`src/rtl/hash160_digest_collector.sv`:
```
// Reassembles the Hash160 core's streamed answer words into one digest,
// pulses o_done on completion and compares the result against a golden value.
module hash160_digest_collector #(
  parameter int WORD_W    = 16,
  parameter int NUM_WORDS = 10,
  parameter int CNT_W     = 8
) (
  input  logic                        clk,
  input  logic                        rst,
  input  logic                        i_valid,
  input  logic [WORD_W-1:0]           i_answer,
  input  logic [WORD_W*NUM_WORDS-1:0] i_expected,
  output logic [WORD_W*NUM_WORDS-1:0] o_digest,
  output logic                        o_done,
  output logic                        o_match,
  output logic                        o_busy,
  output logic                        o_overrun,
  output logic [CNT_W-1:0]            o_count
);

  localparam int DIG_W = WORD_W * NUM_WORDS;
  localparam int SH_W  = WORD_W * (NUM_WORDS - 1);
  localparam int IDX_W = $clog2(NUM_WORDS);
  localparam logic [IDX_W-1:0] LAST_IDX = IDX_W'(NUM_WORDS - 1);

  typedef enum logic {
    S_IDLE,
    S_CAPTURE
  } state_t;

  state_t            r_state;
  logic [IDX_W-1:0]  r_idx;
  logic [SH_W-1:0]   r_shadow;
  logic              r_prev_valid;

  logic              w_last;
  logic              w_rise;
  logic [DIG_W-1:0]  w_full;
  logic [SH_W-1:0]   w_shift;

  assign w_last  = (r_idx == LAST_IDX);
  assign w_rise  = i_valid && !r_prev_valid;
  assign w_full  = {r_shadow, i_answer};
  // Shifting in from the LSB leaves word 0 in the MSBs after NUM_WORDS-1 words,
  // which is the same as indexed storage without a write decoder.
  assign w_shift = {r_shadow[SH_W-WORD_W-1:0], i_answer};

  always_ff @(posedge clk) begin
    if (rst) begin
      r_state      <= S_IDLE;
      r_idx        <= '0;
      r_shadow     <= '0;
      r_prev_valid <= 1'b0;
      o_digest     <= '0;
      o_done       <= 1'b0;
      o_match      <= 1'b0;
      o_busy       <= 1'b0;
      o_overrun    <= 1'b0;
      o_count      <= '0;
    end else begin
      r_prev_valid <= i_valid;
      o_done       <= 1'b0;
      case (r_state)
        S_IDLE: begin
          if (i_valid) begin
            r_shadow <= w_shift;
            r_idx    <= IDX_W'(1);
            r_state  <= S_CAPTURE;
            o_busy   <= 1'b1;
          end
        end
        S_CAPTURE: begin
          if (w_rise) begin
            o_overrun <= 1'b1;
          end
          if (w_last) begin
            o_digest <= w_full;
            o_match  <= (w_full == i_expected);
            o_done   <= 1'b1;
            o_count  <= o_count + 1'b1;
            r_idx    <= '0;
            r_state  <= S_IDLE;
            o_busy   <= 1'b0;
          end else begin
            r_shadow <= w_shift;
            r_idx    <= r_idx + 1'b1;
          end
        end
        default: r_state <= S_IDLE;
      endcase
    end
  end

endmodule

```
`config.mk`:
```
export PLATFORM = sky130hd
export DESIGN_NAME = hash160_digest_collector
export DESIGN_NICKNAME = d
export VERILOG_FILES = /design/src/rtl/hash160_digest_collector.sv
export SDC_FILE = /design/constraint.sdc
export NUM_CORES = 1
export LEC_CHECK = 0
export ABC_AREA = 1
export CORE_UTILIZATION = 52
export CTS_CLUSTER_SIZE = 10
export DETAILED_ROUTE_END_ITERATION = 8
export GPL_TIMING_DRIVEN = 0
export PLACE_DENSITY = 0.85
export SLEW_MARGIN = 10
export SYNTH_ARGS = -nofsm -noshare
export SYNTH_HDL_FRONTEND = slang
export SYNTH_SLANG_ARGS = --single-unit
```
`constraint.sdc`:
```
create_clock -name clk -period 3.5 [get_ports clk]
set_clock_uncertainty 0.05 [all_clocks]
set_input_delay 1.05 -clock clk [delete_from_list [all_inputs] [get_ports clk]]
set_output_delay 1.05 -clock clk [all_outputs]
set_load 0.05 [all_outputs]
```
# Yosys cells after proc, flatten, opt, wreduce, memory -nomap -nowiden
# Index checks and enable logic that the tools add are counted.
# classes
n_addsub,2
eq_ne,5
n_mux,13
n_bitwise,1
reduce_logical,7
# ops
operator,n
$mux 144,2
$pmux 144 s2,1
$eq 160x160->1,1
$add 8x1->8 const B,1
$mux 4,2
$pmux 4 s2,1
$reduce_and 2->1,4
$mux 1,5
$add 4x1->4 const B,1
$eq 4x4->1 const B,1
$ne 2x2->1 const B,2
$pmux 1 s2,2
$ne 2x1->1 const B,1
$reduce_or 2->1,1
$logic_and 1x1->1,1
$logic_not 1->1,1
$not 1->1,1
# word_totals
register_bits,322
input_bits,179
output_inout_bits,172

# Logic depth before layout (Yosys ltp)
# Gate-level depths: netlist of run 1.
# depth
word_depth,3
ltp_mapped,12
mapped_depth_nobuf,12

# Worst setup path before layout of run 1
# Ideal clock, no wire load.
# synth_path
path_type,input to register
from,input port i_valid
to,register r_shadow[136]
setup_ns,0.117
t_arrival_ns,1.900
setup_slack_ns,1.434
cell_stages,7
path_buffers,3
cell_sequence,nor2_1 nor2_2 buf_6 buf_6 buf_6 o21ai_1 a21oi_1
# synth_between
elab_chain_cells,2
# synth_rtl
item,line_no,text
start: declaration,10,"input logic i_valid,"
$ne 2x2->1 (no line),--,
$reduce_and 2->1 (no line),--,
end signal: assignment,66,r_shadow <= w_shift;
end signal: assignment,85,r_shadow <= w_shift;
end: declaration,33,logic [SH_W-1:0] r_shadow;
# Every way passes these cells.
# A chain may end at the register's enable or synchronous reset.

# Worst setup path in the final report of run 1
# layout_path
from,register o_count[3]
to,output port o_count[3]
# layout_rtl
item,line_no,text
start: declaration,18,output logic [CNT_W-1:0] o_count
start signal: assignment,80,o_count <= o_count + 1'b1;
# No word-level cell between the ends.

==> results of run 1 <==
[state kept, by name (all words and copies together), names as in the netlist]
| signal | cells |
|---|---|
| r_prev_valid | 1 |
| o_busy | 1 |
| o_overrun | 1 |
| o_count | 8 |
| o_done | 1 |
| r_state | 1 |
| o_match | 1 |
| r_idx | 4 |
| o_digest | 160 |
| r_shadow | 144 |
[cell usage after synthesis, drive strengths merged (13+ instances only)]
cell type | instances | area [sq um]
xor2 | 13 | 114
nor2 | 110 | 425
inv | 234 | 878
dfxtp | 322 | 6450
o21ai | 264 | 1320
a22o | 57 | 499
a21oi | 140 | 701
clkbuf | 39 | 146
nand4 | 24 | 150
nand2 | 400 | 1510
buf | 43 | 295
xnor2 | 52 | 455
[worst paths after layout]
kind                                 endpoint  slack (ns)
worst max-delay path               o_count[3]        0.57
worst min-delay path            o_digest[145]        0.40
worst max register to register   o_digest[92]        1.12
worst min register to register  o_digest[145]        0.40
[cell type report]
| type | count | area share, % |
|---|---|---|
| plain buffers | 82 | 2.45 |
| multi-input cells | 1082 | 29.5 |
| inverters | 234 | 4.87 |
| diodes | 2 | 0.0278 |
| well taps | 324 | 2.25 |
| repair buffers | 350 | 19.4 |
| clock buffers | 42 | 5.53 |
| clock inverters | 2 | 0.215 |
| flip-flops and latches | 322 | 35.8 |
[logic make-up (layout without fill, tap and decap cells)]
logic type                 Yosys count  in the layout
and+or+nand+nor                    552            552
other                                0              2
xor gates and xnor gates            65             65
DFF                                322            322
AOI/OAI and AO/OA                  462            462
adders and majority gates            3              3
buffers and inverters              316            710
[where the power goes]
group	internal [uW]	switching [uW]	total [uW]	leakage [uW]
logic	431	626	1060	0.00428
clock network	2070	1480	3540	0.000509
registers	3800	177	3980	0.00262
[metal layers]
layer  vias up  wire length, um  track usage [%]
met4         0             2950             20.3
met5         -                0                0
met2       927            24300             66.3
met3       175             6410             8.86
met1      6335            20300             52.7
li1       6283                -                -
[cells in the final DEF, fill, tap and decap left out, types with 2 or more instances in the layout]
cell type | Yosys | final
a22o_1 | 57 | 57
inv_2 | 5 | 5
nand2_1 | 399 | 399
nand4_1 | 24 | 24
clkdlybuf4s50_1 | 0 | 350
diode_2 | 0 | 2
inv_1 | 229 | 229
nor2_1 | 107 | 107
dfxtp_1 | 322 | 322
nor2_2 | 2 | 2
o21ai_1 | 64 | 64
clkbuf_1 | 39 | 41
buf_6 | 14 | 14
a21oi_1 | 140 | 140
nor3_1 | 6 | 6
clkbuf_16 | 0 | 39
xor2_1 | 13 | 13
buf_2 | 20 | 20
buf_1 | 8 | 8
or2_2 | 3 | 3
nand3_1 | 8 | 8
xnor2_1 | 52 | 52
ha_1 | 3 | 3
o21ai_0 | 200 | 200
[through the flow]
step / hold slack [ns] / instance area, sq um / cells / util (%)
final: 0.404 / 18000 / 2440 / 73.7
after global routing: 0.427 / 18000 / 2439 / 73.7
after CTS: 0.406 / 18000 / 2438 / 73.7
after detailed placement: 0.397 / 17000 / 2394 / 69.5
after global placement: 0.384 / 17000 / 2394 / 69.5
after floorplan: 0.401 / 13100 / 1720 / -
==> results.yml, run 1 <==
critical_path:
  startpoint: "o_count[3]"
  crit-reg2reg-launch: "r_idx[1]"
  crit_family: "buffers and inverters"
  cp-start-kind: "register"
  arrival_ns: 1.83
  slowest_stage: "clkdlybuf4s50_1"
  worstSetupPathType: "reg2out"
  r2r_cells: 11
  path_max_fanout: 7
  path_buf_inv: 1
  path_depth: 1
  cp_cell_sequence: "clkdlybuf4s50_1"
  worst_setup_path_end_kind: "output port"
  max_stage_delay_ns: 0.86
  required_ns: 2.40
drt:
  via_per_inst: 5.62
  vias: 13700
  drcViolationCount: 0
  drtAntennaViolNets: 0
  drtIter0Drc: 1757
  wl_per_cell_um: 22.1
  wl_um: 54000
  dr.pass1.iters: 6
timing:
  finalSetupViolCount: 0
  rsz0062_at_grt: "no"
  maxSlewHeadroom_pct: 48.9
  finalMaxSlewViolations: 0
  timing.final.ws_setup_ns: 0.573
  finalCriticalPeriod_ns: 2.93
  timing.final.crit_share_pct: 83.6
  hold_violations: 0
  tns_ns: 0
  max_freq_mhz: 342
  tightestPinTransition_ns: 0.767
min_path:
  hold_start: "o_digest[145]"
  holdPathStages: 2
  min-delay-path-class: "reg2reg"
clock_tree:
  cts_tree: "built"
  holdBufCountCts: 0
  path_clk_slew_ns: 0.05
  clkSinkCount: 322
  post_cts_buffers: 0
  clock_latency_ns: 0.52
  post_cts_resize_count: 0
  cts_buffer_depth: 3
  cts_root_buf: "clkbuf_16"
  htree_levels: 2
  cts_made_buffers: 38
cells_and_area:
  multi_input_area_sq_mm: 0.00532
  drive_above_1_share_pct: 4.21
  regArea_sq_mm: 0.00645
  num-nets-final: 2292
  nFillCells: 1945
  areaGrowthSynthToFinish_pct: 37.8
synthesis:
  ys_async_sr_fraction_pct: 0
  synthCells: 1720
  ys.flop_type: "dfxtp_1"
  synthAdderAreaFrac_pct: 0.287
  ys_warn_count: 0
  synth.avg_cell_area_sq_um: 7.61
  synth_top_family_by_area: "compound AO/OA/AOI/OAI gates"
  muxShareOfSynthArea_pct: 0
  syn-cell-area_sq_mm: 0.0131
  synth_compound_area_share_pct: 19.3
  synth-seq-cells: 322
  synth-edff-count: 0
  synth-xor-area-share_pct: 4.35
  synth.distinct_cells: 26
  syn_nets: 1902
  synth-seq-area-share_pct: 49.3
  synthSimpleGateAreaFrac_pct: 16.7
global_routing:
  grt_max_degree: 11
  grt_first_pass_wirelength_um: 79300
  grt_pass1_vias: 13100
  grt.total_usage_pct: 41.4
  grt_overflow: 0
  grt_antenna_before_repair: 1
die:
  num_rows: 57
  die_h_um: 161
  core_region_area_sq_mm: 0.0245
  die_area_sq_mm: 0.0258
  num_io_pins: 351
  initial_core_util_pct: 53.5
  fp.dieW_um: 161
placed_design:
  dpl_worst_slack_ns: 0.331
  port_buffers: 350
  dpl.hpwl_um: 41800
  gp_congestion: 0.971
power:
  p_per_area_mw_per_mm2: 476
  leakage_uw: 0.00742
  ir_drop_mv: 0.444
  finalPower_uw: 8580
flow_run:
  maxCapViolCount: 0
status:
  status: "complete, no violations"
Power figures use the tool's default switching activity.
==> inputs of run 2 (changes only) <==
Settings changed: CORE_UTILIZATION 52 to 44, PLACE_DENSITY 0.85 to 0.77.
Clock period 3.5 ns to 2.58 ns, I/O delays scaled along.
==> run 2 against run 1 <==
Against the previous run:
- setup slack worse by 0.55 ns
- critical path depth stayed put
- clock-buffer cell count is 5 higher
- final area is 0.65% higher
- die area is 18% higher
- largest cell class unchanged
==> results.yml, run 2 (same netlist as run 1, synthesis figures left out) <==
drt:
  wl_per_cell_um: 21.5
  dr.pass1.iters: 7
  drtAntennaViolNets: 0
  wl_um: 53800
  vias: 13400
  drcViolationCount: 0
  drtIter0Drc: 1424
  via_per_inst: 5.34
placed_design:
  dpl_cell_area_sq_mm: 0.0171
  dpl_worst_slack_ns: -0.402
  dpl.hpwl_um: 42000
  port_buffers: 350
  place_inst: 2454
  gp_congestion: 0.963
timing:
  hold_violations: 0
  tns_ns: 0
  rsz0062_at_grt: "no"
  maxSlewHeadroom_pct: 52.5
  finalSetupViolCount: 0
  finalMaxSlewViolations: 0
  tightestPinTransition_ns: 0.712
  max_freq_mhz: 391
  timing.final.ws_setup_ns: 0.0223
  finalCriticalPeriod_ns: 2.56
  timing.final.crit_share_pct: 99.1
critical_path:
  worst_setup_path_end_kind: "output port"
  r2r_setup_slack_ns: 0.29
  max_stage_delay_ns: 0.83
  crit_family: "buffers and inverters"
  cp-start-kind: "register"
  arrival_ns: 1.73
  cp_cell_sequence: "clkdlybuf4s50_1"
  worstSetupPathType: "reg2out"
  slowest_stage: "clkdlybuf4s50_1"
  required_ns: 1.76
  path_buf_inv: 1
  path_max_fanout: 2
global_routing:
  grt_max_degree: 11
  grt_pass1_vias: 12700
  grt_overflow: 0
  grt_first_pass_wirelength_um: 77900
  grt.total_usage_pct: 34.5
  grt_antenna_before_repair: 4
die:
  num_rows: 62
  num_io_pins: 351
  core_region_area_sq_mm: 0.0290
  initial_core_util_pct: 45.1
  die_h_um: 174
  fp.dieW_um: 174
  die_area_sq_mm: 0.0304
cells_and_area:
  mostFrequentLayoutCells: "nand2_1, clkdlybuf4s50_1, dfxtp_1"
  top_register: "o_digest"
  stdcell_area_sq_mm: 0.0181
  nFillCells: 2564
  largest_registers: "o_digest: 160 flops, r_shadow: 144 flops, o_count: 8 flops"
  stdcell_count: 2504
  drive_above_1_share_pct: 4.30
  final_common_cell: "nand2_1"
  num-nets-final: 2292
  largest_register_ffs: 160
  multi_input_area_sq_mm: 0.00532
  areaGrowthSynthToFinish_pct: 38.7
  regArea_sq_mm: 0.00645
clock_tree:
  clkSinkCount: 322
  cts_made_buffers: 38
  cts_tree: "built"
  cts_root_buf: "clkbuf_16"
  clock_latency_ns: 0.52
  htree_levels: 2
  path_clk_slew_ns: 0.06
  cts_buffer_depth: 3
min_path:
  min-delay-path-class: "reg2reg"
flow_run:
  maxCapViolCount: 0
power:
  p_per_area_mw_per_mm2: 643
  finalPower_uw: 11700
  leakage_uw: 0.00755
  ir_drop_mv: 0.459
status:
  status: "complete, no violations"
[run 2: cell types whose count changed in the layout (fill, tap and decap cells not counted), sizes merged]
cell	previous run	this run
clkdlybuf4s50	350	340
clkbuf	81	86
dlygate4sd2	0	5
dlymetal6s2s	0	5
bufinv	1	0
diode	2	3
inv	235	234
[run 2: final timing paths]
| check | from | to | cells after the start |
|---|---|---|---|
| max | o_digest[159] | o_digest[159] | 1 |
| min | o_digest[145] | o_digest[145] | 2 |
| max reg2reg | r_idx[1] | o_digest[3] | 11 |
| min reg2reg | o_digest[145] | o_digest[145] | 2 |
[run 2: area by class of cell]
| class | count | area share, % |
|---|---|---|
| flip-flops and latches | 322 | 35.5 |
| multi-input cells | 1082 | 29.3 |
| repair buffers | 350 | 19.3 |
| clock buffers | 47 | 5.89 |
| inverters | 234 | 4.84 |
| well taps | 384 | 2.65 |
| plain buffers | 82 | 2.44 |
| diodes | 3 | 0.0414 |
[run 2: timing repair]
action | CTS | global route
hold buffers | 0 | 0
gates resized for setup | 5 | 7
setup endpoints to repair | 5 | 6
buffers inserted | 0 | 0
[run 2: through the flow]
stage | hold slack (ns) | utilization [%]
2_1_floorplan | 0.401 | -
3_3_place_gp | 0.386 | 58.8
3_5_place_dp | 0.389 | 58.8
5_1_grt | 0.429 | 62.5
6_report | 0.404 | 62.6
4_1_cts | 0.401 | 62.5
[run 2: metal layers]
layer / track usage [%] / part of all wire (%) / routed length, um
met5: 0 / 0.084 / 45
met4: 15.4 / 4.6 / 2480
met3: 8.55 / 10 / 5580
met2: 55.3 / 45 / 24200
met1: 43.7 / 40 / 21500
[run 2: power by group]
part	switching, uW	internal, uW	total (uW)
Sequential	240	5160	5400
Combinational	828	585	1410
Clock	1990	2860	4860
Total	3060	8600	11700
==> inputs of run 3 (changes only) <==
Settings changed: GPL_ROUTABILITY_DRIVEN from default to 0.
==> run 3 against run 2 <==
Against the previous run:
- critical path depth unchanged
- combinational power about the same
- via count grew 1.8%
- critical path type unchanged
- critical endpoint is now o_digest[57]
- largest cell class unchanged
==> results.yml, run 3 (same netlist as run 1, synthesis figures left out) <==
cells_and_area:
  top_register: "o_digest"
  drive_above_1_share_pct: 4.25
  areaGrowthSynthToFinish_pct: 38.8
  largest_register_ffs: 160
  num-nets-final: 2292
  final_util_pct: 62.6
  mostFrequentLayoutCells: "nand2_1, clkdlybuf4s50_1, dfxtp_1"
  final_common_cell: "nand2_1"
  largest_registers: "o_digest: 160 flops, r_shadow: 144 flops, o_count: 8 flops"
global_routing:
  grt_max_degree: 11
  grt_first_pass_wirelength_um: 78800
  grt_overflow: 0
  grt.total_usage_pct: 34.8
  grt_pass1_vias: 13100
  grt_antenna_before_repair: 6
clock_tree:
  clock_latency_ns: 0.52
  cts_root_buf: "clkbuf_16"
  cts_made_buffers: 38
  htree_levels: 2
  holdBufCountCts: 0
  cts_tree: "built"
  clkSinkCount: 322
  cts_buffer_depth: 3
  path_clk_slew_ns: 0.06
critical_path:
  cp_cell_sequence: "clkdlybuf4s50_1"
  path_max_fanout: 2
  slowest_stage: "clkdlybuf4s50_1"
  arrival_ns: 1.74
  worst_setup_path_end_kind: "output port"
  max_stage_delay_ns: 0.87
  path_buf_inv: 1
  crit_family: "buffers and inverters"
  cp-start-kind: "register"
  required_ns: 1.76
  worstSetupPathType: "reg2out"
drt:
  top_layer: "met5"
  wl_per_cell_um: 21.5
  via_per_inst: 5.44
  drtIter0Drc: 1357
  dr.pass1.iters: 5
  vias: 13600
  drtAntennaViolNets: 0
  dr_wl_met3_um: 6260
  drcViolationCount: 0
  met1_length_um: 20700
  wl_met2_um: 23600
  wl_um: 53900
timing:
  finalSetupViolCount: 0
  maxSlewHeadroom_pct: 47.1
  fin_hold_ws_ns: 0.398
  finalMaxSlewViolations: 0
  hold_violations: 0
  rsz0062_at_grt: "no"
  tns_ns: 0
  timing.final.crit_share_pct: 99.2
  max_freq_mhz: 391
  tightestPinTransition_ns: 0.794
  finalCriticalPeriod_ns: 2.56
power:
  p_per_area_mw_per_mm2: 642
  leakage_uw: 0.00760
  swShare_pct: 26.2
  power_frac_clock_pct: 41.6
  combPwrFrac_pct: 12.1
  ir_drop_mv: 0.528
  p_switching_uw: 3050
  internal_power_uw: 8600
  seqPwrFrac_pct: 46.3
min_path:
  min-delay-path-class: "reg2reg"
die:
  die_h_um: 174
  num_rows: 62
  fp.dieW_um: 174
  core_region_area_sq_mm: 0.0290
  num_io_pins: 351
  die_area_sq_mm: 0.0304
  initial_core_util_pct: 45.1
status:
  status: "complete, no violations"
placed_design:
  port_buffers: 350
  dpl.hpwl_um: 41800
flow_run:
  maxCapViolCount: 0
==> run 3: changes by cell type in the layout (fill, tap and decap cells not counted), sizes merged <==
| cell | delta |
|---|---|
| clkdlybuf4s50 | -4 |
| diode | +2 |
| dlygate4sd2 | +2 |
| dlymetal6s2s | +2 |
==> run 3: path summary, 6_finish.rpt <==
check	startpoint	cells past startpoint	slack, ns	to
setup / recovery	o_digest[57]	1	0.02	o_digest[57]
hold / removal	o_digest[145]	2	0.40	o_digest[145]
setup reg to reg	r_idx[1]	11	0.24	o_digest[1]
hold reg to reg	o_digest[145]	2	0.40	o_digest[145]
==> run 3: routing by layer <==
layer / global-route usage (%) / up-vias
met5: 0 / -
met4: 19.9 / 2
met3: 8.92 / 176
met2: 54.3 / 847
met1: 43.5 / 6328
li1: - / 6273
==> run 3: cell type report <==
class	count	area, sq um
Sequential cell	322	6450
Multi-Input combinational cell	1082	5320
Clock buffer	47	1070
Buffer	82	442
Fill cell	2560	10900
Tap cell	384	480
Inverter	234	878
Antenna cell	5	12.5
Timing Repair Buffer	350	3510
==> run 3: worst register-to-register path: cells and delay by family (launching register included) <==
family,cells,cell delay (ns)
AOI/OAI and AO/OA,1,0.11
buffers and inverters,4,1.07
DFF,1,0.37
adders and majority gates,1,0.17
and+or+nand+nor,5,0.48
==> run 3: what timing repair did <==
item / 4_1_cts / 5_1_grt
buffers inserted: 0 / 0
hold endpoints to repair: 0 / 0
endpoints found under the setup margin: 7 / 7
gates cloned: 0 / 0
resized for setup: 7 / 7
==> run 3: metrics by stage <==
stage / area, sq um / std cells / setup WS [ns] / power, uW
after detailed placement: 17100 / 2454 / -0.384 / 6850
after global placement: 17100 / 2454 / -0.379 / 6830
final: 18200 / 2506 / 0.0209 / 11700
after global routing: 18200 / 2506 / 0.000610 / 12000
after CTS: 18100 / 2501 / 0.0140 / 11600
after floorplan: 13100 / 1720 / 0.790 / 6100
==> run 3: power by group through the flow <==
stage | clock (uW) | sequential (uW) | combinational, uW
2_1_floorplan | 0 | 5380 | 720
3_3_place_gp | 0 | 5480 | 1350
3_5_place_dp | 0 | 5480 | 1370
4_1_cts | 4860 | 5380 | 1380
5_1_grt | 5080 | 5400 | 1520
6_report | 4840 | 5400 | 1410
